**config.mk**
```make
export PLATFORM = sky130hd
export DESIGN_NAME = multicycle_sequencer_flat
export DESIGN_NICKNAME = d
export VERILOG_FILES = /design/src/rtl/multicycle_sequencer_if.sv /design/src/rtl/multicycle_sequencer.sv /design/src/flat_wrapper.sv
export SDC_FILE = /design/constraint.sdc
export NUM_CORES = 1
export LEC_CHECK = 0
export CORE_ASPECT_RATIO = 0.9
export CORE_MARGIN = 2
export CORE_UTILIZATION = 40
export CTS_BUF_LIST = sky130_fd_sc_hd__clkbuf_8 sky130_fd_sc_hd__clkbuf_16
export DETAILED_ROUTE_END_ITERATION = 16
export DONT_BUFFER_PORTS = 1
export PLACE_DENSITY_LB_ADDON = 0.05
export SETUP_SLACK_MARGIN = 0.1
export SLEW_MARGIN = 20
export SYNTH_ARGS = -nofsm -noshare
export SYNTH_HDL_FRONTEND = slang
export SYNTH_SLANG_ARGS = --single-unit
export TNS_END_PERCENT = 100
```
**constraint.sdc**
```tcl
create_clock -name clock -period 1.9 [get_ports clock]
set_clock_uncertainty 0.15 [all_clocks]
set_input_delay 0.285 -clock clock [delete_from_list [all_inputs] [get_ports clock]]
set_output_delay 0.285 -clock clock [all_outputs]
set_load 0.005 [all_outputs]
```
**src/rtl/multicycle_sequencer_if.sv**
```systemverilog
// Handshake/control bundle between the multicycle sequencer and its datapath/memories.
// master drives the request side; slave is the sequencer.
interface multicycle_sequencer_if #(
    parameter int unsigned COUNT_BITS = 32
);
    logic                  start;
    logic                  halt;
    logic [6:0]            opcode;
    logic                  i_valid;
    logic                  d_ready;
    logic                  rf_wEn_dec;
    logic                  mem_wEn_dec;

    logic                  i_req;
    logic                  ir_load;
    logic                  pc_wEn;
    logic                  rf_wEn;
    logic                  d_req;
    logic                  d_wEn;
    logic                  busy;
    logic                  fault;
    logic [2:0]            state;
    logic [COUNT_BITS-1:0] retired;

    modport master (
        output start, halt, opcode, i_valid, d_ready, rf_wEn_dec, mem_wEn_dec,
        input  i_req, ir_load, pc_wEn, rf_wEn, d_req, d_wEn, busy, fault, state, retired
    );

    modport slave (
        input  start, halt, opcode, i_valid, d_ready, rf_wEn_dec, mem_wEn_dec,
        output i_req, ir_load, pc_wEn, rf_wEn, d_req, d_wEn, busy, fault, state, retired
    );
endinterface

```
**src/rtl/multicycle_sequencer.sv**
```systemverilog
// Multi-cycle fetch/decode/execute/memory/writeback control FSM with memory timeouts.
// Define SEQ_RETIRE_COUNT_EN to build the retired-instruction counter; otherwise retired reads 0.
module multicycle_sequencer #(
    parameter int unsigned TIMEOUT    = 15,
    parameter int unsigned COUNT_BITS = 32
) (
    input  logic                   clock,
    input  logic                   reset,
    multicycle_sequencer_if.slave  bus
);
    localparam logic [2:0] S_IDLE      = 3'd0;
    localparam logic [2:0] S_FETCH     = 3'd1;
    localparam logic [2:0] S_DECODE    = 3'd2;
    localparam logic [2:0] S_EXECUTE   = 3'd3;
    localparam logic [2:0] S_MEMORY    = 3'd4;
    localparam logic [2:0] S_WRITEBACK = 3'd5;
    localparam logic [2:0] S_FAULT     = 3'd6;

    localparam logic [6:0] OP_R      = 7'b0110011;
    localparam logic [6:0] OP_I      = 7'b0010011;
    localparam logic [6:0] OP_LOAD   = 7'b0000011;
    localparam logic [6:0] OP_STORE  = 7'b0100011;
    localparam logic [6:0] OP_BRANCH = 7'b1100011;
    localparam logic [6:0] OP_JAL    = 7'b1101111;
    localparam logic [6:0] OP_JALR   = 7'b1100111;
    localparam logic [6:0] OP_AUIPC  = 7'b0010111;
    localparam logic [6:0] OP_LUI    = 7'b0110111;

    localparam int unsigned CNT_W = (TIMEOUT > 0) ? $clog2(TIMEOUT + 1) : 1;

    logic [2:0]       state_q, state_d;
    logic [CNT_W-1:0] cnt_q, cnt_d;
    logic             timeout_hit;
    logic             legal_op;
    logic             i_req, ir_load, pc_wEn, rf_wEn, d_req, d_wEn;

    always_comb begin
        legal_op = 1'b0;
        case (bus.opcode)
            OP_R, OP_I, OP_LOAD, OP_STORE, OP_BRANCH,
            OP_JAL, OP_JALR, OP_AUIPC, OP_LUI: legal_op = 1'b1;
            default:                           legal_op = 1'b0;
        endcase
    end

    assign timeout_hit = (TIMEOUT != 0) && (cnt_q == CNT_W'(TIMEOUT));

    // Wait counter is zero everywhere except while stalled in FETCH/MEMORY, so it is clear on entry.
    always_comb begin
        state_d = state_q;
        cnt_d   = '0;
        i_req   = 1'b0;
        ir_load = 1'b0;
        pc_wEn  = 1'b0;
        rf_wEn  = 1'b0;
        d_req   = 1'b0;
        d_wEn   = 1'b0;
        case (state_q)
            S_IDLE: begin
                if (bus.start) state_d = S_FETCH;
            end
            S_FETCH: begin
                i_req = 1'b1;
                if (bus.i_valid) begin
                    ir_load = 1'b1;
                    state_d = S_DECODE;
                end else if (timeout_hit) begin
                    state_d = S_FAULT;
                end else begin
                    cnt_d = cnt_q + 1'b1;
                end
            end
            S_DECODE: begin
                state_d = legal_op ? S_EXECUTE : S_FAULT;
            end
            S_EXECUTE: begin
                if (bus.opcode == OP_LOAD || bus.opcode == OP_STORE) begin
                    state_d = S_MEMORY;
                end else if (bus.opcode == OP_BRANCH) begin
                    pc_wEn  = 1'b1;
                    state_d = bus.halt ? S_IDLE : S_FETCH;
                end else begin
                    state_d = S_WRITEBACK;
                end
            end
            S_MEMORY: begin
                d_req = 1'b1;
                d_wEn = bus.mem_wEn_dec;
                if (bus.d_ready) begin
                    if (bus.opcode == OP_LOAD) begin
                        state_d = S_WRITEBACK;
                    end else begin
                        pc_wEn  = 1'b1;
                        state_d = bus.halt ? S_IDLE : S_FETCH;
                    end
                end else if (timeout_hit) begin
                    state_d = S_FAULT;
                end else begin
                    cnt_d = cnt_q + 1'b1;
                end
            end
            S_WRITEBACK: begin
                rf_wEn  = bus.rf_wEn_dec;
                pc_wEn  = 1'b1;
                state_d = bus.halt ? S_IDLE : S_FETCH;
            end
            S_FAULT: begin
                state_d = S_FAULT;
            end
            default: begin
                state_d = S_FAULT;
            end
        endcase
    end

    always_ff @(posedge clock or negedge reset) begin
        if (!reset) begin
            state_q <= S_IDLE;
            cnt_q   <= '0;
        end else begin
            state_q <= state_d;
            cnt_q   <= cnt_d;
        end
    end

    logic [COUNT_BITS-1:0] retired_q;

`ifdef SEQ_RETIRE_COUNT_EN
    logic [COUNT_BITS-1:0] retired_d;

    assign retired_d = pc_wEn ? retired_q + 1'b1 : retired_q;

    always_ff @(posedge clock or negedge reset) begin
        if (!reset) begin
            retired_q <= '0;
        end else begin
            retired_q <= retired_d;
        end
    end
`else
    assign retired_q = '0;
`endif

    // Gating by reset keeps every output at 0 for the whole time reset is held low.
    assign bus.i_req   = reset & i_req;
    assign bus.ir_load = reset & ir_load;
    assign bus.pc_wEn  = reset & pc_wEn;
    assign bus.rf_wEn  = reset & rf_wEn;
    assign bus.d_req   = reset & d_req;
    assign bus.d_wEn   = reset & d_wEn;
    assign bus.busy    = reset & (state_q != S_IDLE);
    assign bus.fault   = reset & (state_q == S_FAULT);
    assign bus.state   = reset ? state_q : S_IDLE;
    assign bus.retired = reset ? retired_q : '0;
endmodule

```
**src/flat_wrapper.sv**
```systemverilog
// flat-port wrapper written by rule: the top's interface ports become plain ports
module multicycle_sequencer_flat 
#(
    parameter int unsigned TIMEOUT    = 15,
    parameter int unsigned COUNT_BITS = 32
)
  (clock, reset, bus_start, bus_halt, bus_opcode, bus_i_valid, bus_d_ready, bus_rf_wEn_dec, bus_mem_wEn_dec, bus_i_req, bus_ir_load, bus_pc_wEn, bus_rf_wEn, bus_d_req, bus_d_wEn, bus_busy, bus_fault, bus_state, bus_retired);
  multicycle_sequencer_if #(.COUNT_BITS(COUNT_BITS)) bus_i ();
  input  logic clock;
  input  logic reset;
  input wire logic [$bits(bus_i.start)-1:0] bus_start;
  input wire logic [$bits(bus_i.halt)-1:0] bus_halt;
  input wire logic [$bits(bus_i.opcode)-1:0] bus_opcode;
  input wire logic [$bits(bus_i.i_valid)-1:0] bus_i_valid;
  input wire logic [$bits(bus_i.d_ready)-1:0] bus_d_ready;
  input wire logic [$bits(bus_i.rf_wEn_dec)-1:0] bus_rf_wEn_dec;
  input wire logic [$bits(bus_i.mem_wEn_dec)-1:0] bus_mem_wEn_dec;
  output wire logic [$bits(bus_i.i_req)-1:0] bus_i_req;
  output wire logic [$bits(bus_i.ir_load)-1:0] bus_ir_load;
  output wire logic [$bits(bus_i.pc_wEn)-1:0] bus_pc_wEn;
  output wire logic [$bits(bus_i.rf_wEn)-1:0] bus_rf_wEn;
  output wire logic [$bits(bus_i.d_req)-1:0] bus_d_req;
  output wire logic [$bits(bus_i.d_wEn)-1:0] bus_d_wEn;
  output wire logic [$bits(bus_i.busy)-1:0] bus_busy;
  output wire logic [$bits(bus_i.fault)-1:0] bus_fault;
  output wire logic [$bits(bus_i.state)-1:0] bus_state;
  output wire logic [$bits(bus_i.retired)-1:0] bus_retired;
  assign bus_i.start = bus_start;
  assign bus_i.halt = bus_halt;
  assign bus_i.opcode = bus_opcode;
  assign bus_i.i_valid = bus_i_valid;
  assign bus_i.d_ready = bus_d_ready;
  assign bus_i.rf_wEn_dec = bus_rf_wEn_dec;
  assign bus_i.mem_wEn_dec = bus_mem_wEn_dec;
  assign bus_i_req = bus_i.i_req;
  assign bus_ir_load = bus_i.ir_load;
  assign bus_pc_wEn = bus_i.pc_wEn;
  assign bus_rf_wEn = bus_i.rf_wEn;
  assign bus_d_req = bus_i.d_req;
  assign bus_d_wEn = bus_i.d_wEn;
  assign bus_busy = bus_i.busy;
  assign bus_fault = bus_i.fault;
  assign bus_state = bus_i.state;
  assign bus_retired = bus_i.retired;
  multicycle_sequencer #(.TIMEOUT(TIMEOUT), .COUNT_BITS(COUNT_BITS)) u_core (.clock(clock), .reset(reset), .bus(bus_i));
endmodule
```
# After elaboration in Yosys (flattened, before gate mapping)
# Cells that the tools add are included.
# Widths: inputs -> output; s select.
# op_classes
n_reduce_logical,4
n_eq_ne,17
mux,27
n_addsub,1
n_bitwise,8
# ops
operator,n
$mux 3,9
$eq 7x6->1 const B,3
$eq 7x7->1 const B,3
$pmux 3 s6,1
$eq 7x5->1 const B,2
$mux 1,12
$mux 4,3
$eq 3x3->1 const B,3
$reduce_or 9->1,1
$and 1x1->1,8
$pmux 4 s2,1
$eq 7x2->1 const B,1
$eq 3x2->1 const B,2
$add 4x1->4 const B,1
$eq 4x4->1 const B,1
$eq 3x1->1 const B,1
$logic_not 3->1,1
$pmux 1 s3,1
$reduce_bool 3->1,1
$ne 2x2->1 const B,1
$logic_or 1x1->1,1
# totals
in_bits,15
word_cells,59
output_inout_bits,43
register_bits,7

# Logic depth before layout (Yosys ltp)
# Gate-level depths: netlist of the first run.
# logic_depth
depth_word,5
mapped_depth,6
depth_no_buf,6

# Worst setup path after synthesis of the first run
# Ideal clock, no wire load.
# synth_path
path_kind,input-to-output
start,input bus_opcode[3]
end,output bus_pc_wEn
path_stages,3
arrival_ns,1.329
required_time_ns,1.465
path_buffers,0
setup_slack_ns,0.136
cell_sequence,or4_4 -> or3_1 -> o21bai_1
# synth_via
elab_chain_cells,5
elab_cells_between_ends,10
classes_between,eq/ne: 3; mux: 5; bitwise: 1; reduce/logical: 1
# synth_lines
element,line,source
"start, declared",flat_wrapper.sv:13,input wire logic [$bits(bus_i.opcode)-1:0] bus_opcode;
"$eq 7x2->1, or another cell as far along","multicycle_sequencer.sv:77, multicycle_sequencer.sv:90",
"$mux 1, or another cell as far along",multicycle_sequencer.sv:90,if (bus.opcode == OP_LOAD) begin
"$mux 1, on equally long branches","multicycle_sequencer.sv:89, multicycle_sequencer.sv:77",
$pmux 1 s3 *,multicycle_sequencer.sv:58,case (state_q)
$and 1x1->1 *,multicycle_sequencer.sv:147,assign bus.pc_wEn = reset & pc_wEn;
"end, declared",flat_wrapper.sv:20,output wire logic [$bits(bus_i.pc_wEn)-1:0] bus_pc_wEn;
# Every way passes the cells marked *; elsewhere a longest branch is shown, timed or not.

# Worst setup path in the final report of the first run
# layout_path
start,input bus_opcode[4]
end,output bus_pc_wEn
# Same word-level chain as after synthesis.

==> results of run 1 <==
## layer usage
metal  wire, um  up-vias  part of all wire (%)  global-route usage (%)
li1           -      320                     -                       -
met1        680      302                    45                    15.7
met2        681       41                    45                    17.5
met3        164        0                    11                    5.41
met4          0        0                     0                    3.16
met5          0        -                     0                       0
## layout by cell type, fill, tap and decap left out, drive strengths merged, types with 2 or more instances in the layout
cell	instances
clkbuf	3
dfrtp	7
o31a	2
and3	2
nor2	12
o21ai	3
nand2b	3
inv	7
a21oi	6
o21bai	2
nand2	6
conb	32
buf	4
and2	3
or3	2
nor2b	4
nor3	3
## flip-flops by register name (all words and copies together) (netlist names)
signal	flops
u_core.cnt_q	4
u_core.state_q	3
## timing repair
item                                    4_1_cts  5_1_grt
setup buffers                                 2        0
hold buffers                                  1        0
pin swaps                                     3        0
hold endpoints to repair                      7        0
gates resized for setup                       4        5
endpoints found under the setup margin        2        2
## critical path, delay by kind of cell
family	cells	cell delay, ns
and+or+nand+nor	2	0.92
AOI/OAI and AO/OA	1	0.14
## layout make-up
type                    count  share of cell area [%]
multi-input cells          93                    62.2
inverters                   6                    2.65
clock inverters             1                   0.442
well taps                  25                    3.69
repair buffers              5                    5.16
flip-flops and latches      7                    20.9
clock buffers               3                    4.87
## metrics by stage
| stage | instance area, sq um | hold slack (ns) | std cells | total power, mW |
|---|---|---|---|---|
| detailed placement | 737 | -0.160 | 133 | 0.633 |
| global route | 848 | 0.193 | 140 | 0.949 |
| global placement | 737 | -0.160 | 133 | 0.640 |
| floorplan | 942 | -0.161 | 141 | 0.594 |
| finish | 848 | 0.176 | 140 | 0.884 |
| CTS | 820 | 0.201 | 140 | 0.860 |
## worst paths after layout
kind / cells after the start / from / to
min reg2reg: 1 / u_core.cnt_q[0] / u_core.cnt_q[0]
max in group asynchronous: 1 / reset / u_core.state_q[0]
min in group asynchronous: 1 / reset / u_core.cnt_q[2]
max: 3 / bus_opcode[4] / bus_pc_wEn
min: 3 / bus_d_ready / u_core.state_q[2]
max reg2reg: 5 / u_core.state_q[2] / u_core.state_q[0]
## logic make-up after synthesis
kind of cell / after synthesis / share of synthesized area [%]
adder cells (fa/ha/maj): 1 / 1.51
AO/OA/AOI/OAI: 20 / 17.7
buffers and inverters: 41 / 33.2
other: 1 / 0.454
AND/OR/NAND/NOR: 39 / 24.8
flip-flops: 7 / 21.2
XOR/XNOR: 1 / 1.06
## power breakdown
| part | leakage, nW | internal, mW | switching, mW |
|---|---|---|---|
| sequential | 0.0903 | 0.197 | 0.0558 |
| combinational | 0.286 | 0.191 | 0.243 |
| clock | 0.0269 | 0.139 | 0.0588 |
==> flow_summary.json, run 1 <==
{
  "status": "finished, final reports clean",
  "ys_types": 30,
  "ys.flop_type": "dfrtp_1",
  "overflow": 0,
  "syn_area_per_cell_sq_um": 7.51,
  "p_leak_nw": 0.403,
  "cts_buffers": 3,
  "regArea_sq_um": 178,
  "drive_above_1_share_pct": 14.8,
  "yosys.area.top_type_share_pct": 29.1,
  "cp.required_ns": 1.46,
  "coreArea_sq_um": 1930,
  "p_per_area_nw_per_um2": 1040,
  "area_delta_synth_final_pct": 2.73,
  "path_clk_slew_ns": 0.04,
  "crit_fanout": 3,
  "timing.fmax_mhz": 561,
  "fin_setup_tns_ns": 0,
  "slowest_stage": "or4_4",
  "max_stage_delay_ns": 0.55,
  "rows": 15,
  "asyncSetResetFlopFracSynth_pct": 100,
  "clk_path_buf_depth": 2,
  "vias_per_cell": 4.74,
  "ioPinCount": 58,
  "drt_iter0_markers": 11,
  "ff2ff_setup_slack_ns": 0.18,
  "min_period_over_period_pct": 93.8,
  "yosys.cell_count.top_type": "buf_4",
  "maxCapViolCount": 0,
  "arrival_ns": 1.35,
  "setup_viol": 0,
  "ys_seq_elements": 7,
  "period_minus_slack_ns": 1.78,
  "cp_cell_sequence": "or4_4, or3_4, o21bai_4",
  "setup_slack_ns": 0.117,
  "syn_area_sq_um": 826,
  "place_hpwl_mm": 1.20,
  "finalWirelength_mm": 1.53,
  "dieArea_sq_um": 2440,
  "end_kind": "primary output",
  "rsz0062_at_grt": "true",
  "chipHeight_um": 47.1,
  "crit_type": "input port to primary output",
  "num_antenna_cells": 0,
  "hold_class": "input port to register",
  "grt_max_degree": 14,
  "dr.pass1.iters": 4,
  "yosysTopAreaCell": "buf_4",
  "clockRootBuffer": "clkbuf_8",
  "fillers": 204,
  "cts.sinks": 7,
  "final_util_pct": 43.9,
  "grt_pass1_wl_mm": 2.06,
  "cts_tree": "yes",
  "avgRoutedWirePerCell_um": 10.9,
  "die_w_um": 51.9,
  "vias": 663,
  "grt_pass1_vias": 480,
  "drc": 0,
  "ant_nets": 0,
  "h-tree-depth": 1,
  "port_buffers": 0,
  "cp-start-kind": "input port",
  "clkLatencyLatePin_ns": 0.22,
  "yosys_warnings": 0,
  "groute.usage.overall_pct": 11.8,
  "synth_area_leaders": "buf_4, dfrtp_1, nor2_1, a21oi_1, nor2b_1",
  "place.gp.congestion": 0.822,
  "ys_seq_area_share_pct": 21.2,
  "initial_core_util_pct": 42.7,
  "drv_slew": 0,
  "netlist_top_cells_count": "buf_4, nor2_1, dfrtp_1",
  "report.final.hold_viol_count": 0,
  "netlist_instances": 110,
  "multi_input_area_sq_um": 528,
  "nets": 132,
  "synth_edf_count": 0,
  "ir_worst_vdd_mv": 0.620,
  "grt_antenna_before_repair": 0,
  "post-place-ws_ns": 0.0418
}
Note: power is estimated with default switching activity, not from simulation.
==> inputs of run 2 (changes only) <==
--- a/config.mk
+++ b/config.mk
@@ -11,6 +11,7 @@
 export CTS_BUF_LIST = sky130_fd_sc_hd__clkbuf_8 sky130_fd_sc_hd__clkbuf_16
 export DETAILED_ROUTE_END_ITERATION = 16
 export DONT_BUFFER_PORTS = 1
+export GPL_TIMING_DRIVEN = 0
 export PLACE_DENSITY_LB_ADDON = 0.05
 export SETUP_SLACK_MARGIN = 0.1
 export SLEW_MARGIN = 20
==> flow_summary.json, run 2 (synthesis results as in run 1) <==
{
  "status": "finished, final reports clean",
  "cp_cell_sequence": "or4_4, or3_4, o21bai_4",
  "timing.rr.start": "u_core.state_q[0]",
  "dr.pass1.iters": 4,
  "rsz0062_at_grt": "true",
  "drt_iter0_markers": 22,
  "p_per_area_nw_per_um2": 904,
  "clockRootBuffer": "clkbuf_8",
  "slowest_stage": "or4_4",
  "setup_viol": 0,
  "cts_tree": "yes",
  "overflow": 0,
  "clk_path_buf_depth": 2,
  "nets": 167,
  "place.gp.congestion": 0.877,
  "initial_core_util_pct": 42.7,
  "ant_nets": 0,
  "h-tree-depth": 1,
  "drv_slew": 0,
  "crit_type": "input port to primary output",
  "regMostFlops": "u_core.cnt_q",
  "top_regs": "u_core.cnt_q (4), u_core.state_q (3)",
  "die_w_um": 51.9,
  "port_buffers": 0,
  "r2r-end": "u_core.state_q[0]",
  "ir_worst_vdd_mv": 0.684,
  "groute.usage.overall_pct": 14.2,
  "area_delta_synth_final_pct": 34.2,
  "cp-start-kind": "input port",
  "worstSetupEndpoint": "bus_pc_wEn",
  "cp.required_ns": 1.46,
  "end_kind": "primary output",
  "crit_cells": 3,
  "largest_register_ffs": 4,
  "min_period_over_period_pct": 95.5,
  "grt_antenna_before_repair": 0,
  "timing.fmax_mhz": 551,
  "hold_ws_ns": 0.192,
  "path_clk_slew_ns": 0.04,
  "vias_per_cell": 4.38,
  "cts_buffers": 3,
  "ioPinCount": 58,
  "chipHeight_um": 47.1,
  "clkLatencyLatePin_ns": 0.23,
  "dieArea_sq_um": 2440,
  "coreArea_sq_um": 1930,
  "vias": 766,
  "avgRoutedWirePerCell_um": 10.3,
  "crit_fanout": 4,
  "stdcell_area_sq_um": 1110,
  "layout_common_cells": "buf_4, conb_1, nor2_1",
  "fin_setup_tns_ns": 0,
  "grt_max_degree": 11,
  "layout_commonest_cell": "buf_4",
  "p_leak_nw": 0.598,
  "finalWirelength_mm": 1.80,
  "ff2ff_setup_slack_ns": 0.14,
  "max_stage_delay_ns": 0.56,
  "grt_pass1_wl_mm": 2.51,
  "maxCapViolCount": 0,
  "cp-startpoint": "bus_opcode[3]",
  "final_cells": 175,
  "place_area_sq_um": 973,
  "grt_pass1_vias": 610,
  "place_hpwl_mm": 1.37,
  "num_antenna_cells": 0,
  "period_minus_slack_ns": 1.82,
  "dp.cells": 166,
  "hold_class": "input port to register",
  "drc": 0,
  "crit_family": "simple AND/OR/NAND/NOR gates",
  "drive_above_1_share_pct": 32.7,
  "cts.sinks": 7,
  "path_buf_inv": 0,
  "rows": 15,
  "reg2regPathDepth": 7,
  "report.final.hold_viol_count": 0,
  "arrival_ns": 1.38
}
-- run 2: cell type report --
cell class	instances	area, sq um
sequential	7	175
tap	25	31.3
fill	191	825
clock inverter	1	3.75
multi-input combinational	93	531
inverter	6	22.5
timing repair buffer	5	40.0
clock buffer	3	41.3
buffer	35	264
-- run 2: repair_timing --
item / 4_1_cts / 5_1_grt
pin swaps: 2 / 1
endpoints found under the setup margin: 2 / 3
hold buffers: 1 / 0
endpoints found under the hold margin: 7 / 0
setup buffers: 2 / 2
resized for setup: 9 / 3
-- run 2: worst reg2reg max path: stages (launching register included) --
cell	delay (ns)
dfrtp_1	0.37
clkbuf_8	0.15
buf_4	0.14
inv_1	0.08
nor4b_1	0.06
a311oi_1	0.31
o41ai_2	0.14
o31a_1	0.25
-- run 2: power by group --
group	internal [mW]	switching, mW
logic	0.279	0.290
registers	0.193	0.0399
clock network	0.139	0.0613
-- run 2: how the worst min path moves through the flow --
stage / to / slack [ns] / from / cells past startpoint
3_3_place_gp: u_core.cnt_q[3] / -0.16 / reset / 0
5_1_grt: u_core.state_q[2] / 0.21 / bus_d_ready / 3
3_5_place_dp: u_core.cnt_q[3] / -0.16 / reset / 0
4_1_cts: u_core.state_q[2] / 0.21 / bus_d_ready / 3
6_report: u_core.state_q[2] / 0.19 / bus_d_ready / 3
2_1_floorplan: u_core.cnt_q[0] / -0.16 / reset / 0
-- run 2: per-layer routing --
| layer | vias to the layer above | GRT usage, % | wire (um) |
|---|---|---|---|
| met5 | - | 0 | 0 |
| met4 | 0 | 5.26 | 23 |
| met3 | 4 | 6.69 | 245 |
| met2 | 54 | 21.5 | 819 |
| met1 | 318 | 17.9 | 712 |
| li1 | 390 | - | - |
-- run 2: through the flow --
step           util (%)  total power, mW  setup slack [ns]
6_report           57.3             1.00            0.0846
2_1_floorplan         -            0.594             0.136
3_5_place_dp       50.4            0.669          -0.00841
5_1_grt            57.3             1.07            0.0702
4_1_cts            56.1            0.955            0.0956
3_3_place_gp       50.4            0.664            0.0243
